==> config.mk <==
export PLATFORM = sky130hd
export DESIGN_NAME = instr_encode_loader_flat
export DESIGN_NICKNAME = d
export VERILOG_FILES = /design/src/rtl/instr_encode_loader_pkg.sv /design/src/rtl/instr_encode_loader_if.sv /design/src/rtl/instr_encode_loader_packer.sv /design/src/rtl/instr_encode_loader.sv /design/src/flat_wrapper.sv
export SDC_FILE = /design/constraint.sdc
export NUM_CORES = 1
export LEC_CHECK = 0
export CAP_MARGIN = 0
export CORE_AREA = 2 2 100 102
export CTS_CLUSTER_DIAMETER = 50
export CTS_CLUSTER_SIZE = 28
export DETAILED_ROUTE_END_ITERATION = 10
export DIE_AREA = 0 0 102 104
export PLACE_DENSITY = 0.87
export SLEW_MARGIN = 40
export SYNTH_ARGS = -nofsm -noshare
export SYNTH_HDL_FRONTEND = slang
export SYNTH_HIERARCHICAL = 1
export SYNTH_SLANG_ARGS = --single-unit
==> constraint.sdc <==
create_clock -name clk -period 2.8 [get_ports clk]
set_clock_uncertainty 0.15 [all_clocks]
set_input_delay 0.42 -clock clk [delete_from_list [all_inputs] [get_ports clk]]
set_output_delay 0.42 -clock clk [all_outputs]
set_load 0.005 [all_outputs]
==> src/rtl/instr_encode_loader_pkg.sv <==
// Shared ISA definitions for the instruction loader: mnemonic codes, MIPS opcode/funct values,
// loader FSM states and field-packing helpers.
package instr_encode_loader_pkg;

  typedef enum logic [4:0] {
    OpAdd, OpSub, OpAnd, OpOr, OpSlt, OpSgt, OpXor, OpNor, OpSll, OpSrl, OpJr,
    OpAddi, OpAndi, OpOri, OpXori, OpSlti, OpLw, OpSw, OpBeq, OpBne, OpJ, OpJal
  } op_e;

  typedef enum logic [1:0] {StIdle, StLoad, StFlush, StDone} state_e;

  localparam logic [5:0] OPCODE_RTYPE = 6'h00;
  localparam logic [5:0] OPCODE_ADDI  = 6'h08;
  localparam logic [5:0] OPCODE_ANDI  = 6'h0C;
  localparam logic [5:0] OPCODE_ORI   = 6'h0D;
  localparam logic [5:0] OPCODE_XORI  = 6'h0E;
  localparam logic [5:0] OPCODE_SLTI  = 6'h0A;
  localparam logic [5:0] OPCODE_LW    = 6'h23;
  localparam logic [5:0] OPCODE_SW    = 6'h2B;
  localparam logic [5:0] OPCODE_BEQ   = 6'h04;
  localparam logic [5:0] OPCODE_BNE   = 6'h05;
  localparam logic [5:0] OPCODE_J     = 6'h02;
  localparam logic [5:0] OPCODE_JAL   = 6'h03;

  localparam logic [5:0] FUNCT_ADD = 6'h20;
  localparam logic [5:0] FUNCT_SUB = 6'h22;
  localparam logic [5:0] FUNCT_AND = 6'h24;
  localparam logic [5:0] FUNCT_OR  = 6'h25;
  localparam logic [5:0] FUNCT_SLT = 6'h2A;
  localparam logic [5:0] FUNCT_SGT = 6'h29;
  localparam logic [5:0] FUNCT_XOR = 6'h26;
  localparam logic [5:0] FUNCT_NOR = 6'h27;
  localparam logic [5:0] FUNCT_SLL = 6'h00;
  localparam logic [5:0] FUNCT_SRL = 6'h02;
  localparam logic [5:0] FUNCT_JR  = 6'h08;

  function automatic logic [31:0] pack_r(logic [4:0] rs, logic [4:0] rt, logic [4:0] rd,
                                         logic [4:0] shamt, logic [5:0] funct);
    return {OPCODE_RTYPE, rs, rt, rd, shamt, funct};
  endfunction

  function automatic logic [31:0] pack_i(logic [5:0] opc, logic [4:0] rs, logic [4:0] rt,
                                         logic [15:0] imm);
    return {opc, rs, rt, imm};
  endfunction

  function automatic logic [31:0] pack_j(logic [5:0] opc, logic [25:0] target);
    return {opc, target};
  endfunction

endpackage

==> src/rtl/instr_encode_loader_if.sv <==
// Symbolic-instruction stream into the loader (valid/ready with mnemonic and raw fields).
interface instr_encode_loader_if;
  import instr_encode_loader_pkg::*;

  logic        in_valid;
  logic        in_ready;
  op_e         in_op;
  logic [4:0]  in_rs;
  logic [4:0]  in_rt;
  logic [4:0]  in_rd;
  logic [4:0]  in_shamt;
  logic [15:0] in_imm;
  logic [25:0] in_target;
  logic        in_last;

  modport master (
    output in_valid, in_op, in_rs, in_rt, in_rd, in_shamt, in_imm, in_target, in_last,
    input  in_ready
  );

  modport slave (
    input  in_valid, in_op, in_rs, in_rt, in_rd, in_shamt, in_imm, in_target, in_last,
    output in_ready
  );
endinterface

==> src/rtl/instr_encode_loader_packer.sv <==
// Combinational encoder: mnemonic plus raw fields to a 32-bit MIPS word. Fields a format does
// not use are forced to zero; unknown mnemonics yield valid_o = 0.
module instr_encode_loader_packer
  import instr_encode_loader_pkg::*;
(
  input  op_e         op_i,
  input  logic [4:0]  rs_i,
  input  logic [4:0]  rt_i,
  input  logic [4:0]  rd_i,
  input  logic [4:0]  shamt_i,
  input  logic [15:0] imm_i,
  input  logic [25:0] target_i,
  output logic [31:0] word_o,
  output logic        valid_o
);

  always_comb begin
    word_o  = '0;
    valid_o = 1'b1;
    case (op_i)
      OpAdd:  word_o = pack_r(rs_i, rt_i, rd_i, 5'd0, FUNCT_ADD);
      OpSub:  word_o = pack_r(rs_i, rt_i, rd_i, 5'd0, FUNCT_SUB);
      OpAnd:  word_o = pack_r(rs_i, rt_i, rd_i, 5'd0, FUNCT_AND);
      OpOr:   word_o = pack_r(rs_i, rt_i, rd_i, 5'd0, FUNCT_OR);
      OpSlt:  word_o = pack_r(rs_i, rt_i, rd_i, 5'd0, FUNCT_SLT);
      OpSgt:  word_o = pack_r(rs_i, rt_i, rd_i, 5'd0, FUNCT_SGT);
      OpXor:  word_o = pack_r(rs_i, rt_i, rd_i, 5'd0, FUNCT_XOR);
      OpNor:  word_o = pack_r(rs_i, rt_i, rd_i, 5'd0, FUNCT_NOR);
      OpSll:  word_o = pack_r(5'd0, rt_i, rd_i, shamt_i, FUNCT_SLL);
      OpSrl:  word_o = pack_r(5'd0, rt_i, rd_i, shamt_i, FUNCT_SRL);
      OpJr:   word_o = pack_r(rs_i, 5'd0, 5'd0, 5'd0, FUNCT_JR);
      OpAddi: word_o = pack_i(OPCODE_ADDI, rs_i, rt_i, imm_i);
      OpAndi: word_o = pack_i(OPCODE_ANDI, rs_i, rt_i, imm_i);
      OpOri:  word_o = pack_i(OPCODE_ORI, rs_i, rt_i, imm_i);
      OpXori: word_o = pack_i(OPCODE_XORI, rs_i, rt_i, imm_i);
      OpSlti: word_o = pack_i(OPCODE_SLTI, rs_i, rt_i, imm_i);
      OpLw:   word_o = pack_i(OPCODE_LW, rs_i, rt_i, imm_i);
      OpSw:   word_o = pack_i(OPCODE_SW, rs_i, rt_i, imm_i);
      OpBeq:  word_o = pack_i(OPCODE_BEQ, rs_i, rt_i, imm_i);
      OpBne:  word_o = pack_i(OPCODE_BNE, rs_i, rt_i, imm_i);
      OpJ:    word_o = pack_j(OPCODE_J, target_i);
      OpJal:  word_o = pack_j(OPCODE_JAL, target_i);
      default: valid_o = 1'b0;
    endcase
  end

endmodule

==> src/rtl/instr_encode_loader.sv <==
// Boot/test program loader: accepts symbolic instructions, encodes them and writes them to
// consecutive imem words one cycle after acceptance, flagging bad mnemonics and overflow.
module instr_encode_loader
  import instr_encode_loader_pkg::*;
#(
  parameter int unsigned       ADDR_W    = 32,
  parameter logic [ADDR_W-1:0] BASE_ADDR = '0,
  parameter int unsigned       DEPTH     = 256,
  localparam int unsigned      CntW      = $clog2(DEPTH + 1)
) (
  input  logic                clk,
  input  logic                rst,
  input  logic                start_i,
  instr_encode_loader_if.slave in_if,
  output logic                imem_wr_en_o,
  output logic [ADDR_W-1:0]   imem_addr_o,
  output logic [31:0]         imem_wr_data_o,
  output logic [CntW-1:0]     word_count_o,
  output logic                busy_o,
  output logic                done_o,
  output logic                err_invalid_o,
  output logic                err_full_o
);

  localparam logic [CntW:0] DepthC = (CntW + 1)'(DEPTH);

  state_e            state_q, state_d;
  logic              pend_q, pend_d;
  logic [31:0]       word_q, word_d;
  logic [ADDR_W-1:0] addr_q, addr_d;
  logic [CntW-1:0]   count_q, count_d;
  logic              err_inv_q, err_inv_d;
  logic              err_full_q, err_full_d;
  logic [31:0]       packed_word;
  logic              packed_valid;
  logic [CntW:0]     fill;
  logic              full;
  logic              ready;

  instr_encode_loader_packer u_packer (
    .op_i     (in_if.in_op),
    .rs_i     (in_if.in_rs),
    .rt_i     (in_if.in_rt),
    .rd_i     (in_if.in_rd),
    .shamt_i  (in_if.in_shamt),
    .imm_i    (in_if.in_imm),
    .target_i (in_if.in_target),
    .word_o   (packed_word),
    .valid_o  (packed_valid)
  );

  // Occupancy counts the word still in the write register so ready drops on the DEPTH-th accept.
  assign fill = {1'b0, count_q} + {{CntW{1'b0}}, pend_q};
  assign full = (fill >= DepthC);

  always_comb begin
    state_d    = state_q;
    pend_d     = 1'b0;
    word_d     = word_q;
    addr_d     = pend_q ? addr_q + ADDR_W'(4) : addr_q;
    count_d    = count_q + CntW'(pend_q);
    err_inv_d  = err_inv_q;
    err_full_d = err_full_q;
    ready      = 1'b0;
    case (state_q)
      StIdle, StDone: begin
        if (start_i) begin
          state_d    = StLoad;
          addr_d     = BASE_ADDR;
          count_d    = '0;
          err_inv_d  = 1'b0;
          err_full_d = 1'b0;
        end
      end
      StLoad: begin
        ready = !full;
        if (in_if.in_valid && !full) begin
          pend_d = packed_valid;
          word_d = packed_word;
          if (!packed_valid) err_inv_d = 1'b1;
          if (in_if.in_last) state_d = StFlush;
        end else if (in_if.in_valid) begin
          err_full_d = 1'b1;
          state_d    = StFlush;
        end
      end
      StFlush: state_d = StDone;
      default: state_d = StIdle;
    endcase
  end

  always_ff @(posedge clk) begin
    if (rst) begin
      state_q    <= StIdle;
      pend_q     <= 1'b0;
      word_q     <= '0;
      addr_q     <= BASE_ADDR;
      count_q    <= '0;
      err_inv_q  <= 1'b0;
      err_full_q <= 1'b0;
    end else begin
      state_q    <= state_d;
      pend_q     <= pend_d;
      word_q     <= word_d;
      addr_q     <= addr_d;
      count_q    <= count_d;
      err_inv_q  <= err_inv_d;
      err_full_q <= err_full_d;
    end
  end

  assign in_if.in_ready = ready;
  // Reset suppresses a write already sitting in the register, not just the next one.
  assign imem_wr_en_o   = pend_q & ~rst;
  assign imem_addr_o    = addr_q;
  assign imem_wr_data_o = word_q;
  assign word_count_o   = count_q;
  assign busy_o         = (state_q == StLoad) || (state_q == StFlush);
  assign done_o         = (state_q == StDone);
  assign err_invalid_o  = err_inv_q;
  assign err_full_o     = err_full_q;

endmodule
==> src/flat_wrapper.sv <==
// flat-port wrapper written by rule: the top's interface ports become plain ports
module instr_encode_loader_flat import instr_encode_loader_pkg::*;
#(
  parameter int unsigned       ADDR_W    = 32,
  parameter logic [ADDR_W-1:0] BASE_ADDR = '0,
  parameter int unsigned       DEPTH     = 256,
  localparam int unsigned      CntW      = $clog2(DEPTH + 1)
)
  (clk, rst, start_i, imem_wr_en_o, imem_addr_o, imem_wr_data_o, word_count_o, busy_o, done_o, err_invalid_o, err_full_o, in_if_in_valid, in_if_in_op, in_if_in_rs, in_if_in_rt, in_if_in_rd, in_if_in_shamt, in_if_in_imm, in_if_in_target, in_if_in_last, in_if_in_ready);
  instr_encode_loader_if in_if_i ();
  input  logic clk;
  input  logic rst;
  input  logic start_i;
  output logic imem_wr_en_o;
  output logic [ADDR_W-1:0] imem_addr_o;
  output logic [31:0] imem_wr_data_o;
  output logic [CntW-1:0] word_count_o;
  output logic busy_o;
  output logic done_o;
  output logic err_invalid_o;
  output logic err_full_o;
  input wire logic [$bits(in_if_i.in_valid)-1:0] in_if_in_valid;
  input wire logic [$bits(in_if_i.in_op)-1:0] in_if_in_op;
  input wire logic [$bits(in_if_i.in_rs)-1:0] in_if_in_rs;
  input wire logic [$bits(in_if_i.in_rt)-1:0] in_if_in_rt;
  input wire logic [$bits(in_if_i.in_rd)-1:0] in_if_in_rd;
  input wire logic [$bits(in_if_i.in_shamt)-1:0] in_if_in_shamt;
  input wire logic [$bits(in_if_i.in_imm)-1:0] in_if_in_imm;
  input wire logic [$bits(in_if_i.in_target)-1:0] in_if_in_target;
  input wire logic [$bits(in_if_i.in_last)-1:0] in_if_in_last;
  output wire logic [$bits(in_if_i.in_ready)-1:0] in_if_in_ready;
  assign in_if_i.in_valid = in_if_in_valid;
  assign in_if_i.in_op = in_if_in_op;
  assign in_if_i.in_rs = in_if_in_rs;
  assign in_if_i.in_rt = in_if_in_rt;
  assign in_if_i.in_rd = in_if_in_rd;
  assign in_if_i.in_shamt = in_if_in_shamt;
  assign in_if_i.in_imm = in_if_in_imm;
  assign in_if_i.in_target = in_if_in_target;
  assign in_if_i.in_last = in_if_in_last;
  assign in_if_in_ready = in_if_i.in_ready;
  instr_encode_loader #(.ADDR_W(ADDR_W), .BASE_ADDR(BASE_ADDR), .DEPTH(DEPTH)) u_core (.clk(clk), .rst(rst), .start_i(start_i), .in_if(in_if_i), .imem_wr_en_o(imem_wr_en_o), .imem_addr_o(imem_addr_o), .imem_wr_data_o(imem_wr_data_o), .word_count_o(word_count_o), .busy_o(busy_o), .done_o(done_o), .err_invalid_o(err_invalid_o), .err_full_o(err_full_o));
endmodule
Word-level counts from Yosys, hierarchy flattened
Cells that the tools add are included.
{"block": "classes", "addsub": 3, "n_lt_le_gt_ge": 1, "eq_ne": 31, "mux": 20, "bitwise_logic": 4, "n_reduce_logical": 13}
{"op": "$pmux W32 S22", "count": 1}
{"op": "$mux W32", "count": 3}
{"op": "$eq A5 B4 Y1 const B", "count": 8}
{"op": "$add A32 B3 Y32 const B", "count": 1}
{"op": "$eq A5 B5 Y1 const B", "count": 6}
{"op": "$reduce_or A22 Y1", "count": 1}
{"op": "$eq A5 B3 Y1 const B", "count": 4}
{"op": "$mux W9", "count": 2}
{"op": "$add A9 B1 Y10", "count": 1}
{"op": "$eq A5 B2 Y1 const B", "count": 2}
{"op": "$ge A10 B9 Y1 const B", "count": 1}
{"op": "$add A9 B1 Y9", "count": 1}
{"op": "$mux W2", "count": 4}
{"op": "$ne A2 B2 Y1 const B", "count": 4}
{"op": "$reduce_and A4 Y1", "count": 2}
{"op": "$mux W1", "count": 7}
{"op": "$pmux W2 S3", "count": 1}
{"op": "$eq A5 B1 Y1 const B", "count": 1}
{"op": "$logic_not A5 Y1", "count": 1}
{"op": "$eq A2 B2 Y1 const B", "count": 2}
{"op": "$pmux W1 S2", "count": 2}
{"op": "$ne A3 B2 Y1 const B", "count": 1}
{"op": "$ne A3 B3 Y1 const B", "count": 1}
{"op": "$not A1 Y1", "count": 3}
{"op": "12 further kinds", "count": 12}
{"block": "totals", "regBits": 78, "inputBits": 72}

Longest topological paths before layout
{"block": "depth", "word_depth": 6, "depth_mapped": 8, "depth_no_buf": 6}

Modules after synthesis
The synthesis kept the hierarchy.
{"module": "instr_encode_loader", "instances": 1, "cells_per_inst": 407, "area_per_inst_um2": 3565.9}
{"module": "instr_encode_loader_packer", "instances": 1, "cells_per_inst": 92, "area_per_inst_um2": 689.4}

Worst setup path after synthesis
OpenSTA, ideal clock, no wires.
{"block": "synth_timing", "path_kind": "reg2out", "from": "reg u_core.count_q[0] (netlist: u_core/word_count_o[0])", "to": "out in_if_in_ready", "arrival_time_ps": 1547, "required_time_ps": 2230, "setup_slack_ps": 683, "stages_incl_launch_ff": 6, "path_buffers": 0, "cell_sequence": "dfxtp_1 > ha_1 > ha_1 > nand3_1 > nor4_2 > or2_2"}
{"block": "synth_between", "elab_chain_len": 4}
{"element": "start, declared", "line": "instr_encode_loader.sv:31", "source": "logic [CntW-1:0] count_q, count_d;"}
{"element": "start signal, assigned", "line": "instr_encode_loader.sv:106", "source": "count_q <= count_d;"}
{"element": "$add A9 B1 Y10", "line": "instr_encode_loader.sv:53", "source": "assign fill = {1'b0, count_q} + {{CntW{1'b0}}, pend_q};"}
{"element": "$ge A10 B9 Y1", "line": "instr_encode_loader.sv:54", "source": "assign full = (fill >= DepthC);"}
{"element": "$logic_not A1 Y1", "line": "instr_encode_loader.sv:76", "source": "ready = !full;"}
{"element": "$mux W1", "line": "instr_encode_loader.sv:65", "source": "case (state_q)"}
{"element": "end, declared", "line": "flat_wrapper.sv:31", "source": "output wire logic [$bits(in_if_i.in_ready)-1:0] in_if_in_ready;"}
Every way passes these cells.

Worst setup path after layout
Ends and elaborated chain as after synthesis.

==> summary.txt <==
Logic synthesis
  • Adder-cell share of the synthesized area: 0.0200
  • Top cell type's share of synthesized area: 0.358
  • Mapped Area: about 0.0043 sq mm
  • #FFs+latches synth: 76
  • Mux share of post-synthesis cell area: 0.0123
  • Most instantiated cells after synthesis: 76 x dfxtp_1, 66 x o211ai_1, 49 x a21oi_1, 34 x clkbuf_1, 33 x nor2_1
  • Area contributors post-synth: dfxtp_1 36%, o211ai_1 12%, a21oi_1 5.8%
  • XOR/XNOR share of the synthesized area: 0.0391
  • Post-synth cell types: 63
  • Synth area leader: dfxtp_1
  • Synth Area in Compound Gates: 0.308
  • Post-synthesis cell count: 499
  • Simple-gate share of the synthesized area: 0.194
  • Avg Inst Size Synth: 8.53 sq um
  • Ys Warns: 6
  • EDFF count, synth: 0
  • Largest family of logic cells by synthesized area: compound AO/OA/AOI/OAI gates
  • Top-count cell post-synth: dfxtp_1
  • Sequential share of the synthesized area: 0.358
  • Async SR Flop Fraction: 0
  • Most used flip-flop cell after synthesis: dfxtp_1

Floorplanning
  • Initial Util: 0.446
  • Die W: 102 um
  • Core area: 0.00955 sq mm
  • Die Area: approximately 0.011 sq mm
  • Num rows: 36
  • # IOs: 151
  • Die Y: approximately 100 um

Drt
  • DR WL/cell: 16.7 um
  • DRT iter0 DRCs: 257
  • Via density: 5.91
  • DRT Pass-1 Iters: 5
  • Post-route DRC: 0
  • ANT nets after route: 0
  • Final WL: 12800 um
  • Via count: 4536

Cells and area
  • # diodes: 0
  • Post-Layout Cell Count: 768
  • Share of cells above drive strength 1: 0.0850
  • Area Growth Syn to Fin: 42.7%
  • Nets: 708
  • Finished Cell Area: 0.00607 sq mm

GRT
  • Largest net degree at the start of global routing: 35
  • Initial antenna violation count: 0
  • Global route overflow: 0
  • Global-route wire length before repair: 20700 um
  • Total track usage: 0.239
  • Vias in the first global route: 4310

Outcome
  • Status: completed

Worst setup path
  • Crit end category: output pin
  • CP Class: register to output pin
  • Reg2reg start: u_core/imem_addr_o[7]$_SDFF_PP0_
  • Critical path arrival: ~2.1 ns
  • Worst-case reg-to-reg path depth: 4
  • R2r endpoint: u_core/imem_addr_o[21]$_SDFF_PP0_
  • Critical path startpoint category: register
  • Reg2Reg Setup Slack: 0.48 ns
  • Setup crit start: u_core/word_count_o[0]$_SDFF_PP0_
  • Required @ worst endpoint: 2.23 ns
  • Crit Path Max Fanout: 5

Worst hold path
  • Hold path depth: 2
  • Hold Crit Endpoint: u_core/imem_addr_o[31]$_SDFF_PP0_
  • Worst Hold Class: register to register
  • Hold path start: u_core/imem_addr_o[31]$_SDFF_PP0_

Power and ir drop
  • Leakage: between 0.002 and 0.0025 uW
  • PwrDens: 481 mW/mm^2
  • Worst ir drop on vdd: ~0.23 mV
  • Power Total: slightly below 3000 uW

CTS
  • CTS tree: done
  • Clk buf depth: 2
  • CTS buffer count: 9
  • Clock Sinks: 76
  • Clock transition at path regs: ~0.08 ns
  • Root Buffer: clkbuf_8
  • Clk_lat worst skew: 0.34 ns
  • H-tree Lvls: 3

Job
  • Maxcap violations: 0

Placement
  • # port buffers: roughly 150
  • HPWL Detailed: 9350 um
  • Placed cell areas: 0.00583 sq mm
  • Placed Cells: 752
  • Gpl congestion: 0.930

Timing
  • Max Slew Vio Count: 0
  • Worst-Margin Slew: 0.605 ns
  • Slew margin rel.: 0.593
  • Final period util: 0.962
  • Unrepaired setup endpoints after global routing: no
  • # setup viols final: 0
  • F_max: 371 MHz
  • Post-route minimum period: 2.69 ns
  • Fin Setup TNS: 0 ns
  • Final Hold Viols: 0
cell usage in the layout, fill, tap and decap left out, types with 6 or more instances in the layout:
cell type,count
a21oi_1,48
a221o_1,6
a22o_1,11
and2_1,6
and4_1,7
buf_4,18
clkbuf_8,10
clkdlybuf4s50_1,148
dfxtp_1,76
inv_1,16
nand2_1,22
nand3_1,15
nand4_1,8
nor2_1,33
nor2b_1,7
nor4_1,7
o211ai_1,66
o21ai_0,10
o31ai_1,12
or4_1,11
xnor2_1,11
xor2_1,8
metrics by stage:
step	utilization	setup WS [ns]	hold slack, ns
after floorplan	-	0.683	0.315
after CTS	0.635	0.0122	0.339
after detailed placement	0.610	0.283	0.328
after global routing	0.636	0.0132	0.358
final	0.636	0.106	0.341
after global placement	0.610	0.363	0.310
layer usage:
metal	track usage	up-vias	part of all wire
met5	0	-	0
met4	0.0781	0	0.018
met3	0.0484	19	0.088
met2	0.400	246	0.50
met1	0.304	2124	0.39
li1	-	2147	-
worst max-delay path by stage:
stage / slack (ns) / endpoint
2_1_floorplan: 0.68 / in_if_in_ready
3_3_place_gp: 0.36 / u_core/imem_wr_data_o[8]$_SDFFE_PP0N_
3_5_place_dp: 0.28 / u_core/imem_wr_data_o[20]$_SDFFE_PP0N_
4_1_cts: 0.01 / in_if_in_ready
5_1_grt: 0.01 / in_if_in_ready
6_report: 0.11 / in_if_in_ready
logic make-up after synthesis:
kind of cell / after synthesis
adders and majority gates: 7
muxes: 5
buffers and inverters: 63
DFF: 76
other: 2
and+or+nand+nor: 141
AOI/OAI and AO/OA: 186
xor gates and xnor gates: 19
report_power, final:
group          leakage (uW)  switching, uW  internal [uW]  total [uW]
clock              0.000113            396            522         918
combinational       0.00128            431            396         826
sequential         0.000614           38.8           1140        1180
sequential cells by signal, summed over array words and instances, names as in the netlist:
register	flops
u_core/pend_q	1
u_core/err_full_o	1
u_core/state_q	2
u_core/word_count_o	9
u_core/imem_wr_data_o	32
u_core/imem_addr_o	30
u_core/err_invalid_o	1
critical path: stages (launching register included):
cell,delay [ns]
dfxtp_1,0.38
ha_4,0.18
ha_4,0.16
and3_2,0.23
a21oi_2,0.08
or2_2,0.31
clkdlybuf4s50_1,0.45
layout make-up:
| class | count | area, sq um |
|---|---|---|
| Clock buffer | 11 | 141 |
| Sequential cell | 76 | 1520 |
| Timing Repair Buffer | 166 | 1620 |
| Inverter | 16 | 60.1 |
| Tap cell | 133 | 166 |
| Clock inverter | 5 | 75.1 |
| Multi-Input combinational cell | 361 | 2490 |
| Fill cell | 804 | 3480 |
timing repair:
action                                  4_1_cts  5_1_grt
hold buffers                                  0        0
buffers inserted                              0        0
endpoints found under the setup margin        1        1
resized for setup                             3        2
No activity file was read; power rests on OpenSTA's default activity.
